File: src/rtl/hcsr04_pkg.sv
// Shared definitions for the HC-SR04 emulator: state codes, default timing
// constants and the echo-width datapath width.
package hcsr04_pkg;

  localparam int W_W = 21;

  localparam logic [3:0] EST_IDLE    = 4'd0;
  localparam logic [3:0] EST_TRIG_HI = 4'd1;
  localparam logic [3:0] EST_BURST   = 4'd2;
  localparam logic [3:0] EST_ECHO    = 4'd3;
  localparam logic [3:0] EST_HOLDOFF = 4'd4;

  typedef enum logic [3:0] {
    ST_IDLE    = EST_IDLE,
    ST_TRIG_HI = EST_TRIG_HI,
    ST_BURST   = EST_BURST,
    ST_ECHO    = EST_ECHO,
    ST_HOLDOFF = EST_HOLDOFF
  } estado_t;

  // Defaults assume a 50 MHz clock.
  localparam int unsigned TRIG_MIN_CYC_DEF = 500;
  localparam int unsigned BURST_CYC_DEF    = 10000;
  localparam int unsigned CYC_PER_CM_DEF   = 2941;
  localparam int unsigned MAX_CM_DEF       = 400;
  localparam int unsigned TIMEOUT_CYC_DEF  = 1900000;
  localparam int unsigned HOLDOFF_CYC_DEF  = 500000;

endpackage

File: src/rtl/emulador_hcsr04_timer.sv
// Loadable down-counter that saturates at zero; one instance times every
// phase of the emulator (trigger width, burst, echo, hold-off).
module emulador_hcsr04_timer
  import hcsr04_pkg::*;
(
  input  logic           clock,
  input  logic           reset,
  input  logic           load,
  input  logic           en,
  input  logic [W_W-1:0] value,
  output logic           zero
);

  logic [W_W-1:0] count;

  always_ff @(posedge clock) begin
    if (!reset) begin
      count <= '0;
    end else if (load) begin
      count <= value;
    end else if (en && !zero) begin
      count <= count - W_W'(1);
    end
  end

  assign zero = (count == '0);

endmodule

File: src/rtl/emulador_hcsr04.sv
// HC-SR04 ultrasonic sensor emulator: answers a valid trigger with an echo
// pulse whose width encodes a distance. Define EMULADOR_HCSR04_RUIDO_EN to add
// 0..15 cycles of LFSR jitter to object echoes.
module emulador_hcsr04
  import hcsr04_pkg::*;
#(
  parameter int unsigned TRIG_MIN_CYC = TRIG_MIN_CYC_DEF,
  parameter int unsigned BURST_CYC    = BURST_CYC_DEF,
  parameter int unsigned CYC_PER_CM   = CYC_PER_CM_DEF,
  parameter int unsigned MAX_CM       = MAX_CM_DEF,
  parameter int unsigned TIMEOUT_CYC  = TIMEOUT_CYC_DEF,
  parameter int unsigned HOLDOFF_CYC  = HOLDOFF_CYC_DEF
) (
  input  logic       clock,
  input  logic       reset,
  input  logic       trigger,
  input  logic [8:0] distancia,
  input  logic       objeto,
  output logic       echo,
  output logic       ocupado,
  output logic [7:0] medidas,
  output logic [3:0] db_estado
);

  localparam logic [W_W-1:0] LD_TRIG  = W_W'(TRIG_MIN_CYC - 1);
  // Burst is timed from the synchronized trigger fall, one cycle of which is
  // spent in TRIG_HI detecting it.
  localparam logic [W_W-1:0] LD_BURST = W_W'(BURST_CYC - 2);
  localparam logic [W_W-1:0] LD_HOLD  = W_W'(HOLDOFF_CYC - 1);
  localparam logic [W_W-1:0] CPC      = W_W'(CYC_PER_CM);
  localparam logic [W_W-1:0] TOUT     = W_W'(TIMEOUT_CYC);
  localparam logic [8:0]     MAXD     = 9'(MAX_CM);

  function automatic logic [W_W-1:0] calc_w(input logic [8:0] d, input logic obj,
                                            input logic [3:0] jit);
    logic [W_W-1:0] w;
    if (!obj || d > MAXD) begin
      w = TOUT;
    end else if (d < 9'd2) begin
      w = (CPC << 1) + {17'd0, jit};
    end else begin
      w = ({12'd0, d} * CPC) + {17'd0, jit};
    end
    return w;
  endfunction

  estado_t        estado;
  logic           trig_p0, t_s_p1, t_s_p2;
  logic           t_rise, t_fall, acc;
  logic           tmr_load, tmr_en, tmr_zero;
  logic [W_W-1:0] tmr_value;
  logic [W_W-1:0] w_reg;
  logic [3:0]     jitter;

  // Stage p0/p1: two-flop synchronizer; p2 holds the previous synchronized value
  always_ff @(posedge clock) begin
    if (!reset) begin
      trig_p0 <= 1'b0;
      t_s_p1  <= 1'b0;
      t_s_p2  <= 1'b0;
    end else begin
      trig_p0 <= trigger;
      t_s_p1  <= trig_p0;
      t_s_p2  <= t_s_p1;
    end
  end

  assign t_rise = t_s_p1 & ~t_s_p2;
  assign t_fall = ~t_s_p1 & t_s_p2;
  assign acc    = (estado == ST_TRIG_HI) && t_fall && tmr_zero;

`ifdef EMULADOR_HCSR04_RUIDO_EN
  logic [7:0] lfsr;

  always_ff @(posedge clock) begin
    if (!reset) begin
      lfsr <= 8'hA5;
    end else if (acc) begin
      lfsr <= {lfsr[6:0], lfsr[7] ^ lfsr[5] ^ lfsr[4] ^ lfsr[3]};
    end
  end

  assign jitter = lfsr[3:0];
`else
  assign jitter = 4'd0;
`endif

  // Width is captured at the accepted fall so later input changes cannot alter it.
  always_ff @(posedge clock) begin
    if (acc) begin
      w_reg <= calc_w(distancia, objeto, jitter);
    end
  end

  always_comb begin
    tmr_load  = 1'b0;
    tmr_en    = 1'b0;
    tmr_value = '0;
    unique case (estado)
      ST_IDLE: begin
        if (t_rise) begin
          tmr_load  = 1'b1;
          tmr_value = LD_TRIG;
        end
      end
      ST_TRIG_HI: begin
        tmr_en = t_s_p1;
        if (acc) begin
          tmr_load  = 1'b1;
          tmr_value = LD_BURST;
        end
      end
      ST_BURST: begin
        tmr_en = 1'b1;
        if (tmr_zero) begin
          tmr_load  = 1'b1;
          tmr_value = w_reg - W_W'(1);
        end
      end
      ST_ECHO: begin
        tmr_en = 1'b1;
        if (tmr_zero) begin
          tmr_load  = 1'b1;
          tmr_value = LD_HOLD;
        end
      end
      ST_HOLDOFF: tmr_en = 1'b1;
      default: ;
    endcase
  end

  emulador_hcsr04_timer u_timer (
    .clock (clock),
    .reset (reset),
    .load  (tmr_load),
    .en    (tmr_en),
    .value (tmr_value),
    .zero  (tmr_zero)
  );

  always_ff @(posedge clock) begin
    if (!reset) begin
      estado  <= ST_IDLE;
      echo    <= 1'b0;
      ocupado <= 1'b0;
      medidas <= '0;
    end else begin
      unique case (estado)
        ST_IDLE: begin
          if (t_rise) estado <= ST_TRIG_HI;
        end
        ST_TRIG_HI: begin
          if (t_fall) begin
            if (tmr_zero) begin
              estado  <= ST_BURST;
              ocupado <= 1'b1;
            end else begin
              estado <= ST_IDLE;
            end
          end
        end
        ST_BURST: begin
          if (tmr_zero) begin
            estado <= ST_ECHO;
            echo   <= 1'b1;
          end
        end
        ST_ECHO: begin
          if (tmr_zero) begin
            estado  <= ST_HOLDOFF;
            echo    <= 1'b0;
            medidas <= medidas + 8'd1;
          end
        end
        ST_HOLDOFF: begin
          if (tmr_zero) begin
            estado  <= ST_IDLE;
            ocupado <= 1'b0;
          end
        end
        default: estado <= ST_IDLE;
      endcase
    end
  end

  assign db_estado = estado;

endmodule

File: config.mk
export PLATFORM = sky130hd
export DESIGN_NAME = emulador_hcsr04
export DESIGN_NICKNAME = d
export VERILOG_FILES = /design/src/rtl/hcsr04_pkg.sv /design/src/rtl/emulador_hcsr04_timer.sv /design/src/rtl/emulador_hcsr04.sv
export SDC_FILE = /design/constraint.sdc
export NUM_CORES = 1
export LEC_CHECK = 0
export ABC_AREA = 0
export BUFFER_PORTS_ARGS = -buffer_cell sky130_fd_sc_hd__buf_4
export CORE_MARGIN = 1
export CORE_UTILIZATION = 33
export DETAILED_ROUTE_END_ITERATION = 10
export HOLD_SLACK_MARGIN = 0.1
export PLACE_DENSITY_LB_ADDON = 0.08
export SYNTH_ARGS = -nofsm -noshare
export SYNTH_HDL_FRONTEND = slang
export SYNTH_SLANG_ARGS = --single-unit
File: constraint.sdc
create_clock -name clock -period 14.5 [get_ports clock]
set_input_delay 2.9 -clock clock [delete_from_list [all_inputs] [get_ports clock]]
set_output_delay 2.9 -clock clock [all_outputs]
set_load 0.1 [all_outputs]
==> results_dict.tcl, run 1 <==
set metrics [dict create \
    clk_pin_slew_ps 60 \
    max_freq_mhz 140.4 \
    powerDensity_nw_per_um2 148.1 \
    holdPathStages 1 \
    holdBufCountCts 0 \
    cts_buffer_depth 2 \
    synthesis.instances 650 \
    postCtsSetupBuffers 0 \
    drive_gt1_share_pct 10.98 \
    vias 4532 \
    clock_latency_ps 340 \
    r2r_start "u_timer.count[0]" \
    final_common_cell "inv_1" \
    die_h_um 133.6 \
    worstPathMaxFanout 6 \
    track_usage_pct 16.97 \
    start_util_pct 34.11 \
    end_kind "register" \
    synth_nets 758 \
    leakage_nw 2.816 \
    hold_class "reg -> reg" \
    ys.flop_type "dfxtp_1" \
    rows 47 \
    setup_viol 0 \
    reg2reg_depth 7 \
    drt_iter0_markers 230 \
    finalSetupTns_ps 0 \
    dieArea_sq_um 17850 \
    antenna_left 0 \
    grt_max_degree 23 \
    async_flop_share_pct 0 \
    yosys_register_bits 58 \
    drc_errors 0 \
    synth-edff-count 21 \
    reg2reg_to "w_reg[20]" \
    finalCriticalPeriod_ps 7121 \
    dpl.hpwl_um 11370 \
    syn_area_per_cell_sq_um 8.795 \
    clock_skew_ps 12.43 \
    ctsResizeCount 0 \
    required_ps 14690 \
    grt_pass1_wl_um 23690 \
    slew_viol_final 0 \
    worst_slew_pin_slew_ps 881.4 \
    whs_endpoint "t_s_p1" \
    arrival_ps 7310 \
    cts_sinks 58 \
    critPathLaunchType "primary input" \
    rsz0062_at_grt "false" \
    rrSetupSlack_ps 11370 \
    avgRoutedWirePerCell_um 15.90 \
    max_cap_violations 0 \
    status "complete, no violations" \
    antenna_found_initial 0 \
    yosys.cell_types.count 72 \
    syn-cell-area_sq_um 5717 \
    finalNetCount 777 \
    cts_htree_levels 3 \
    portBuffers 25 \
    ir_drop_mv 0.07115 \
    slew_headroom_pct 40.92 \
    core_area_sq_um 16760 \
    ios 27 \
    grt-ovfl-total 0 \
    cts_root_buffer "clkbuf_16" \
    wirelength_um 14220 \
    antenna-diode-count 0 \
    die_w_um 133.6 \
    tritoncts "done" \
    ys_warn_count 0 \
    holdWs_ps 430.7 \
    numCtsBuffers 9 \
    critical_path_class "in -> reg" \
    hp-start "trig_p0" \
    dr.pass1.iters 5 \
    finalCritPeriodShare_pct 49.11 \
    vias_per_cell 5.069 \
    area_growth_pct 12.41 \
    final_cell_mix "98 x inv_1, 57 x ha_1, 49 x nor2_1, 38 x fa_1, 37 x dfxtp_1" \
    hold_violations 0 \
    yosysSeqAreaShare_pct 23.99 \
    gp_congestion 0.8242 \
    grt_pass1_vias 4622 \
]
## synthesized netlist by cell type, drive strengths merged, types with 6 or more instances
master	instances	area, sq um
xor2	24	210.2
o21ai	35	175.2
a211oi	6	50.05
nand4	10	62.56
nand3	16	85.08
fa	38	760.7
nor4	12	96.34
edfxtp	21	630.6
or3	9	56.30
or4	7	67.56
a21o	8	60.06
nand2	34	127.6
nor3	18	105.1
a31oi	7	43.79
a21oi	37	192.7
dfxtp	37	740.7
nor2	50	204.0
xnor2	16	140.1
ha	57	713.2
clkbuf	16	60.06
inv	98	367.9
buf	7	58.80
## power by group
group          switching [mW]  internal, mW  leakage, nW
Sequential            0.00968         0.185        0.488
Clock                  0.0771         0.154        0.156
Combinational           0.306         0.221         2.17
Total                   0.392         0.560         2.82
## layout make-up
cell class / instances / area, sq um
Inverter: 98 / 367.9
Sequential cell: 58 / 1371
Tap cell: 220 / 275.3
Multi-Input combinational cell: 471 / 3859
Fill cell: 1749 / 10330
Clock buffer: 11 / 242.7
Clock inverter: 5 / 77.57
Timing Repair Buffer: 31 / 232.7
## worst max-delay path by stage
| stage | start | end | slack [ps] | cells after the start |
|---|---|---|---|---|
| after floorplan | distancia[6] | w_reg[19] | 7470 | 14 |
| after global placement | distancia[6] | w_reg[19] | 7080 | 15 |
| after detailed placement | distancia[6] | w_reg[19] | 7030 | 15 |
| after CTS | distancia[6] | w_reg[19] | 7360 | 15 |
| after global routing | distancia[0] | w_reg[19] | 7180 | 14 |
| final | distancia[6] | w_reg[19] | 7380 | 15 |
## logic make-up after synthesis
| logic type | after synthesis | share of synthesized area, % |
|---|---|---|
| AOI/OAI and AO/OA | 137 | 15.82 |
| xor gates and xnor gates | 40 | 6.128 |
| adders and majority gates | 95 | 25.78 |
| buffers and inverters | 121 | 8.514 |
| DFF | 58 | 23.99 |
| muxes | 4 | 0.8097 |
| other | 1 | 0.06560 |
| and+or+nand+nor | 194 | 18.89 |
## metal layers
| metal | wire, um | vias to the layer above | GRT usage (%) |
|---|---|---|---|
| met3 | 354 | 13 | 2.511 |
| met1 | 6583 | 2152 | 20.71 |
| met2 | 7040 | 66 | 30.47 |
| li1 | - | 2301 | - |
| met5 | 0 | - | 0 |
| met4 | 238 | 0 | 5.429 |
## per-stage QoR
stage | worst slack [ps] | instance area, sq um | std cells | utilization (%) | power, mW
CTS | 7359 | 6426 | 894 | 38.34 | 0.9643
floorplan | 7469 | 5717 | 650 | - | 0.6218
finish | 7379 | 6426 | 894 | 38.34 | 0.9520
global placement | 7082 | 6106 | 878 | 36.43 | 0.7233
global route | 7182 | 6426 | 894 | 38.34 | 1.048
detailed placement | 7030 | 6106 | 878 | 36.43 | 0.7265
## worst max-delay path: stages
cell	delay, ps
buf_4	140
fa_1	610
inv_1	70
fa_1	490
inv_1	60
fa_1	550
inv_1	60
fa_1	530
inv_1	40
ha_1	320
or2_2	310
a31oi_1	330
o21ai_0	190
or4b_2	630
nand3_1	100
Power figures use the tool's default switching activity.
==> run 2, diff against run 1 <==
--- a/config.mk
+++ b/config.mk
@@ -5,7 +5,7 @@
 export SDC_FILE = /design/constraint.sdc
 export NUM_CORES = 1
 export LEC_CHECK = 0
-export ABC_AREA = 0
+export ABC_AREA = 1
 export BUFFER_PORTS_ARGS = -buffer_cell sky130_fd_sc_hd__buf_4
 export CORE_MARGIN = 1
 export CORE_UTILIZATION = 33
==> constraint.sdc (replaced) <==
create_clock -name clock -period 5.99 [get_ports clock]
set_input_delay 1.198 -clock clock [delete_from_list [all_inputs] [get_ports clock]]
set_output_delay 1.198 -clock clock [all_outputs]
set_load 0.1 [all_outputs]
==> run 2 against run 1 <==
Net effect:
- power rose to 2.5 times the previous value
- combinational power rose to 2.8 times the previous value
- first-iteration DRC count down 4.8%
- global-route usage up 0.83 points
- count of clock-buffer cells in the layout down 1
- register-to-register slack worse by 8000 ps
- sequential share of layout area down 0.61 points
- sequential power up 150%
- via count up 12%
- critical path type unchanged
- critical endpoint is now w_reg[15]
- largest cell class unchanged
==> results_dict.tcl, run 2 <==
set metrics [dict create \
    dpl.hpwl_um 12700 \
    yosys.area_share.adder_pct 24.99 \
    async_flop_share_pct 0 \
    reg2reg_to "medidas[3]" \
    slowest_delay_ps 540 \
    yosysMostFrequentCell "inv_1" \
    area_growth_pct 12.16 \
    grt_max_degree 24 \
    grt-ovfl-total 0 \
    synth-simple-area-share_pct 26.60 \
    cts_htree_levels 3 \
    multiInputGateArea_sq_um 3852 \
    arrival_ps 4910 \
    yosys_register_bits 58 \
    max_freq_mhz 206.9 \
    synth-edff-count 21 \
    grt_pass1_vias 5322 \
    finalNetCount 960 \
    critPathLaunchType "primary input" \
    holdPathStages 2 \
    synth_top_area_share_pct 12.90 \
    ir_drop_mv 0.1342 \
    yosysSeqAreaShare_pct 23.25 \
    die_h_um 135.7 \
    finalSetupTns_ps 0 \
    vias_per_cell 4.700 \
    utilization_pct 38.11 \
    synth_compound_area_share_pct 8.973 \
    tritoncts "done" \
    holdBufCountCts 0 \
    met3_length_um 227 \
    syn-cell-area_sq_um 5898 \
    powerDensity_nw_per_um2 364.4 \
    slew_viol_final 0 \
    start_util_pct 33.98 \
    yosys-mux-area-fraction_pct 0 \
    numCtsBuffers 9 \
    ios 27 \
    die_w_um 135.7 \
    synth_top_area_cell "fa_1" \
    reg2reg_depth 11 \
    setup_viol 0 \
    leakage_nw 3.308 \
    syn_area_per_cell_sq_um 7.184 \
    hp-start "trig_p0" \
    rows 48 \
    finalCritPeriodShare_pct 80.67 \
    antenna-diode-count 0 \
    cts_root_buffer "clkbuf_16" \
    cts_buffer_depth 2 \
    slew_headroom_pct 45.67 \
    vias 5085 \
    place_inst 1066 \
    clock_latency_ps 340 \
    clk_pin_slew_ps 50 \
    yosys.cell_types.count 41 \
    drt-met1-wl_um 6410 \
    end_kind "register" \
    hold_class "reg -> reg" \
    fillers 1855 \
    worstPathCellList "buf_4, inv_1, ha_1, fa_1, inv_1, fa_1, fa_1, inv_1, ha_1, nand2_1, o21ai_0, a21boi_0, nor2_1, nand3_1, nand2_1, nand2_1, nand3_1, nand2_1" \
    gp_congestion 0.9103 \
    synth_top_family_by_area "simple AND/OR/NAND/NOR gates" \
    worstPathMaxFanout 4 \
    drive_gt1_share_pct 7.935 \
    synthTopCellsByArea "fa_1 13%, dfxtp_1 13%, ha_1 12%" \
    avgRoutedWirePerCell_um 13.91 \
    slowest_stage "fa_1" \
    path_common_cell "nand2_1" \
    antenna_left 0 \
    postCtsSetupBuffers 0 \
    final_cell_count_no_fill 1082 \
    ctsResizeCount 0 \
    clock_skew_ps 9.262 \
    design_area_sq_um 6615 \
    hold_violations 0 \
    cts_sinks 58 \
    synthesis.instances 821 \
    ys.flop_type "dfxtp_1" \
    seqCellArea_sq_um 1371 \
    dieArea_sq_um 18410 \
    required_ps 6070 \
    grt_pass1_wl_um 25250 \
    synthTopCellsByCount "156 x inv_1, 138 x nand2_1, 121 x nor2_1" \
    wirelength_um 15050 \
    synth_xor_area_share_pct 4.603 \
    placed_area_sq_um 6345 \
    r2r_start "u_timer.count[0]" \
    rrSetupSlack_ps 3350 \
    whs_endpoint "t_s_p1" \
    portBuffers 25 \
    antenna_found_initial 0 \
    critical_path_class "in -> reg" \
    final_common_cell "inv_1" \
    drt_iter0_markers 219 \
    drc_errors 0 \
    ys_warn_count 0 \
    finalCriticalPeriod_ps 4832 \
    dr.pass1.iters 4 \
    rsz0062_at_grt "false" \
    core_area_sq_um 17360 \
    final_cell_mix "156 x inv_1, 138 x nand2_1, 121 x nor2_1, 57 x ha_1, 55 x nand3_1" \
    worst_slew_pin_slew_ps 814.0 \
    dr_wl_met2_um 7787 \
    track_usage_pct 17.81 \
    maxUsedRoutingLayer "met4" \
    status "complete, no violations" \
    max_cap_violations 0 \
    synth_nets 929 \
]
run 2: cell types whose count changed after synthesis, moves of 9 or more:
| cell | delta |
|---|---|
| a21oi_1 | +10 |
| clkbuf_1 | -13 |
| inv_1 | +58 |
| inv_2 | +11 |
| nand2_1 | +104 |
| nand3_1 | +40 |
| nor2_1 | +72 |
| nor4_1 | -10 |
| o21ai_0 | -12 |
| o21ai_1 | +14 |
| or3_1 | -9 |
run 2: how the worst max path moves through the flow:
stage / from / to / slack (ps)
2_1_floorplan: distancia[6] / w_reg[19] / 1210
3_3_place_gp: distancia[1] / w_reg[15] / 790
3_5_place_dp: distancia[1] / w_reg[15] / 750
4_1_cts: distancia[1] / w_reg[15] / 1110
5_1_grt: distancia[1] / w_reg[15] / 690
6_report: distancia[1] / w_reg[15] / 1160
run 2: area by class of cell:
cell class                      instances  area share [%]
Clock buffer                           10           3.613
Clock inverter                          6          0.4729
Inverter                              169           9.627
Multi-Input combinational cell        587           58.24
Sequential cell                        58           20.73
Tap cell                              225           4.256
Timing Repair Buffer                   27           3.064
run 2: metrics by stage:
step           power [mW]  hold slack [ps]  setup WS [ps]
6_report            2.411            409.0           1158
5_1_grt             2.672            453.1          692.2
4_1_cts             2.437            408.9           1113
3_5_place_dp        1.949            398.4          755.0
3_3_place_gp        1.953            387.1          792.7
2_1_floorplan       1.634            386.4           1206
run 2: cell families (layout without fill, tap and decap cells):
logic type,Yosys count,after routing
XOR/XNOR,31,31
buffers and inverters,176,212
AND/OR/NAND/NOR,362,362
AO/OA/AOI/OAI,98,98
other,1,1
adder cells (fa/ha/maj),95,95
flip-flops,58,58
run 2: power breakdown:
| part | switching, mW | internal, mW | total, mW |
|---|---|---|---|
| logic | 0.938 | 0.526 | 1.46 |
| registers | 0.0262 | 0.450 | 0.476 |
| clock network | 0.184 | 0.286 | 0.470 |
run 2: per-layer routing:
metal,track usage (%),vias to the layer above
li1,-,2648
met4,10.86,0
met5,0,-
met1,19.13,2324
met2,33.33,77
met3,1.758,36
run 2: critical path, delay by kind of cell:
family	cells	cell delay, ps
buf+inv	4	410
compound gates	2	540
simple gates	7	600
fa+ha+maj	5	2150
